===== config.mk =====
export PLATFORM = sky130hd
export DESIGN_NAME = ppf_commutator
export DESIGN_NICKNAME = d
export VERILOG_FILES = /design/src/rtl/ppf_pkg.sv /design/src/rtl/ppf_commutator.sv
export SDC_FILE = /design/constraint.sdc
export NUM_CORES = 1
export LEC_CHECK = 0
export CAP_MARGIN = 40
export CORE_ASPECT_RATIO = 0.7
export CORE_MARGIN = 1
export CORE_UTILIZATION = 55
export DETAILED_ROUTE_END_ITERATION = 6
export GPL_ROUTABILITY_DRIVEN = 0
export PLACE_DENSITY = 0.82
export SYNTH_ARGS = -nofsm -noshare
export SYNTH_HDL_FRONTEND = slang
export SYNTH_SLANG_ARGS = --single-unit

===== constraint.sdc =====
create_clock -name clk_i -period 4 [get_ports clk_i]
set_input_delay 1 -clock clk_i [delete_from_list [all_inputs] [get_ports clk_i]]
set_output_delay 1 -clock clk_i [all_outputs]
set_load 0.02 [all_outputs]

===== src/rtl/ppf_pkg.sv =====
// Shared types and defaults for the polyphase filter bank input path.
package ppf_pkg;

   localparam int PPF_CH_NUM = 8;
   localparam int PPF_DW     = 32;

   typedef logic signed [PPF_DW-1:0] ppf_sample_t;

   typedef enum logic {
      ST_WAIT_SYNC = 1'b0,
      ST_FILL      = 1'b1
   } ppf_cmt_state_e;

endpackage


===== src/rtl/ppf_commutator.sv =====
// Serial-to-parallel input commutator for the polyphase filter bank.
// Define PPF_COMMUTATOR_DESCEND_EN to map phase k to branch CH_NUM-1-k instead of k.
//
// state        | meaning
// ST_WAIT_SYNC | discard samples until one arrives flagged with s_sync_i
// ST_FILL      | collect CH_NUM samples per frame, emit frame on the last one
module ppf_commutator
   import ppf_pkg::*;
#(
   parameter int CH_NUM = PPF_CH_NUM,
   parameter int DW     = PPF_DW,
   parameter int FCNT_W = 16
) (
   input  logic                       clk_i,
   input  logic                       rstn_i,
   input  logic                       en_i,
   input  logic                       s_valid_i,
   input  logic [DW-1:0]              s_data_i,
   input  logic                       s_sync_i,
   output logic                       s_ready_o,
   output logic                       data_valid_o,
   output logic [CH_NUM-1:0][DW-1:0]  channel_data_o,
   output logic                       sync_err_o,
   output logic [FCNT_W-1:0]          frame_cnt_o
);

   localparam int              PH_W    = $clog2(CH_NUM);
   localparam logic [PH_W-1:0] PH_ZERO = '0;
   localparam logic [PH_W-1:0] PH_ONE  = PH_W'(1);
   localparam logic [PH_W-1:0] PH_LAST = PH_W'(CH_NUM - 1);

   function automatic logic [PH_W-1:0] branch_of(input logic [PH_W-1:0] ph);
`ifdef PPF_COMMUTATOR_DESCEND_EN
      return PH_LAST - ph;
`else
      return ph;
`endif
   endfunction

   ppf_cmt_state_e            state_q;
   logic [PH_W-1:0]           phase_q;
   logic [CH_NUM-1:0][DW-1:0] stage_q;
   logic [CH_NUM-1:0][DW-1:0] frame_d;
   logic                      accept;
   logic                      sync_mid;
   logic                      last_phase;

   assign accept     = s_valid_i & s_ready_o;
   assign sync_mid   = s_sync_i & (phase_q != PH_ZERO);
   assign last_phase = (phase_q == PH_LAST);

   // The closing sample bypasses staging straight into the output frame.
   always_comb begin
      frame_d                    = stage_q;
      frame_d[branch_of(PH_LAST)] = s_data_i;
   end

   always_ff @(posedge clk_i or negedge rstn_i) begin
      if (!rstn_i) begin
         state_q        <= ST_WAIT_SYNC;
         phase_q        <= PH_ZERO;
         stage_q        <= '0;
         s_ready_o      <= 1'b0;
         data_valid_o   <= 1'b0;
         channel_data_o <= '0;
         sync_err_o     <= 1'b0;
         frame_cnt_o    <= '0;
      end else begin
         s_ready_o    <= en_i;
         data_valid_o <= 1'b0;
         sync_err_o   <= 1'b0;
         if (accept) begin
            case (state_q)
               ST_WAIT_SYNC: begin
                  if (s_sync_i) begin
                     stage_q[branch_of(PH_ZERO)] <= s_data_i;
                     phase_q                     <= PH_ONE;
                     state_q                     <= ST_FILL;
                  end
               end
               ST_FILL: begin
                  if (sync_mid) begin
                     // Restart the frame; stale staging entries get overwritten before use.
                     sync_err_o                  <= 1'b1;
                     stage_q[branch_of(PH_ZERO)] <= s_data_i;
                     phase_q                     <= PH_ONE;
                  end else if (last_phase) begin
                     channel_data_o <= frame_d;
                     data_valid_o   <= 1'b1;
                     frame_cnt_o    <= frame_cnt_o + FCNT_W'(1);
                     phase_q        <= PH_ZERO;
                  end else begin
                     stage_q[branch_of(phase_q)] <= s_data_i;
                     phase_q                     <= phase_q + PH_ONE;
                  end
               end
               default: state_q <= ST_WAIT_SYNC;
            endcase
         end
      end
   end

endmodule

==> flow_metrics.tcl <==
set metrics [dict create \
    ant_nets 0 \
    cts.clk_slew.worst_paths_ns 0.06 \
    cp_num_buf_inv 2 \
    p_int_mw 10.84 \
    comb_power_share 0.232 \
    ctsHoldBuffers 0 \
    clockBufferDepth 3 \
    die_area_um2 35190 \
    grt_pass1_wl_mm 73.86 \
    ys_ff_latch 503 \
    syn-num-nets 1695 \
    final-setup-viol-count 0 \
    cp_top_family "buffers and inverters" \
    coreArea_um2 33700 \
    dp_cells 2370 \
    start_util 0.5619 \
    die_h_um 157.2 \
    max_slew_margin 0.4793 \
    post-route-util 0.7166 \
    yosysWarnings 0 \
    rsz0062_at_grt "no" \
    areaGrowthSynthToFinish_pct 27.53 \
    grt_overflow 0 \
    path_max_fanout 32 \
    drtIter0Drc 948 \
    dp_slack_ns 0.7554 \
    htree_levels 2 \
    arrival_ns 3.16 \
    path_cells "clkdlybuf4s50_1 > nor2b_1 > nor3_2 > and4_2 > buf_4 > mux2_2" \
    wl_per_cell_um 18.94 \
    synth.distinct_cells 34 \
    hold_viol_final 0 \
    fin_skew_ns 0.02015 \
    ys_seq_area_frac 0.6647 \
    hpwl_mm 29.55 \
    die_w_um 223.8 \
    crit_path_end_kind "flip-flop" \
    critPathMaxStageDelay_ns 0.61 \
    synthFlopType "dfrtp_1" \
    ioPinCount 312 \
    num_vias 12992 \
    synth_most_common_cell "nand2_1" \
    synthesis.area_um2 18940 \
    totalWireLength_mm 46.47 \
    layout-drive-gt1-share 0.1674 \
    antenna_found_initial 0 \
    cts_root_buf "clkbuf_16" \
    synth_area_leaders "dfrtp_1 66%, nand2_1 15%, mux2_2 13%" \
    total_power_mw 15.21 \
    grt_util_all_layers 0.2693 \
    synth_edf_count 0 \
    p_per_area_nw_per_um2 630.0 \
    max_slew.worst_pin.slew_ns 0.7810 \
    post_cts_buffers 0 \
    drv_slew 0 \
    outcome "complete, no violations" \
    cts-resized-gates 0 \
    clock_sinks 503 \
    via_per_inst 5.296 \
    portBuffers 311 \
    setup_tns_ns 0 \
    crit-reg2reg-launch "phase_q[0]" \
    seqPwrFrac 0.476 \
    postLayoutSetupSlackWorst_ns 1.264 \
    drc 0 \
    finalWorstPathRequiredPeriod_ns 2.736 \
    fmax_ghz 0.3655 \
    p_sw_mw 4.379 \
    holdCritPathClass "primary input to asynchronous set/reset pin" \
    ir_drop_mv 0.4505 \
    first_global_vias 13611 \
    maxCapViolations 0 \
    yosysTopAreaCellShare 0.6647 \
    grt_max_degree 144 \
    crit_slowest_cell "clkdlybuf4s50_1" \
    antenna_cells 0 \
    firstDrtPassIters 5 \
    critPathRequiredTime_ns 4.42 \
    synthCells 1654 \
    num_rows 56 \
    critPathKind "primary input to flip-flop" \
    switching_share 0.2878 \
    final_cells 2453 \
    clkPwrFrac 0.292 \
    cts_buffers 45 \
    crit_path_start_kind "primary input" \
    clock_latency_ns 0.55 \
    cp-startpoint "s_sync_i" \
    final.period_utilization 0.6840 \
    cts_tree "yes" \
    synth-async-reset-ratio 1.000 \
    syn_area_per_cell_um2 11.45 \
    synth_largest_area_cell "dfrtp_1" \
    layout.nets 1994 \
    total_leakage_power_nw 12.23 \
    synth_common_cells "779 x nand2_1, 503 x dfrtp_1, 223 x mux2_2, 58 x buf_2, 11 x xnor2_1" \
]
-- power by group through the flow --
stage / Sequential (mW) / Clock, mW / Combinational (mW)
finish: 7.24 / 4.45 / 3.53
global route: 7.38 / 4.72 / 3.80
CTS: 7.23 / 4.51 / 3.57
detailed placement: 7.29 / 0 / 3.54
global placement: 7.22 / 0 / 3.40
floorplan: 7.74 / 0 / 1.30
-- registers in the layout (all words and copies together), names as in the netlist --
name            flops
channel_data_o    256
frame_d           224
frame_cnt_o        16
phase_q             3
data_valid_o        1
s_ready_o           1
state_q             1
sync_err_o          1
-- kinds of logic (layout without fill, tap and decap cells) --
group | count (synthesis) | in the layout | share of synthesized area
AOI/OAI and AO/OA | 10 | 10 | 0.004758
DFF | 503 | 503 | 0.6647
adders and majority gates | 4 | 4 | 0.002643
and+or+nand+nor | 813 | 813 | 0.1649
muxes | 224 | 224 | 0.1332
buffers and inverters | 85 | 420 | 0.02280
xor gates and xnor gates | 15 | 15 | 0.006938
-- worst reg2reg max path: stages, from the launching register on --
cell,delay (ns)
dfrtp_1,0.46
ha_1,0.25
ha_1,0.23
nor2_1,0.30
and3_2,0.52
buf_12,0.23
mux2_2,0.36
-- per-layer routing --
metal | track usage | wire, µm | up-vias
li1 | - | - | 5869
met1 | 0.3662 | 20150 | 6679
met2 | 0.4363 | 22200 | 376
met3 | 0.06515 | 3077 | 68
met4 | 0.07632 | 1037 | 0
met5 | 0 | 0 | -
-- cells in the final DEF (no fill, tap or decap), types with 8 or more instances in the layout --
cell type / Yosys / layout
clkbuf_16: 0 / 47
buf_4: 10 / 8
nand2_1: 779 / 779
buf_12: 0 / 14
dfrtp_1: 503 / 503
clkdlybuf4s50_1: 0 / 310
clkbuf_8: 0 / 17
xnor2_1: 11 / 11
mux2_2: 223 / 223
clkinv_2: 0 / 8
-- path summary, 6_finish.rpt --
check	slack (ns)	to	depth (start not counted)
max in group asynchronous	2.54	frame_d[123]	2
setup reg to reg	1.55	frame_d[83]	6
hold reg to reg	0.46	channel_data_o[221]	2
hold / removal	0.36	frame_cnt_o[15]	1
setup / recovery	1.26	frame_d[45]	6
min in group clk_i	0.46	channel_data_o[221]	2
-- area by class of cell --
cell class / instances / area (µm²)
multi-input combinational: 1066 / 5948
fill: 2305 / 9553
clock inverter: 12 / 116.4
clock buffer: 71 / 1436
sequential: 503 / 12590
tap: 464 / 580.6
inverter: 4 / 22.52
timing repair buffer: 333 / 3458
-- metrics by stage --
step	cell area [µm²]	hold WS, ns
4_1_cts	24150	0.3526
2_1_floorplan	18940	0.4315
3_5_place_dp	22600	0.4472
3_3_place_gp	22600	0.4416
5_1_grt	24150	0.3619
6_report	24150	0.3562
Note: power is estimated with default switching activity, not from simulation.
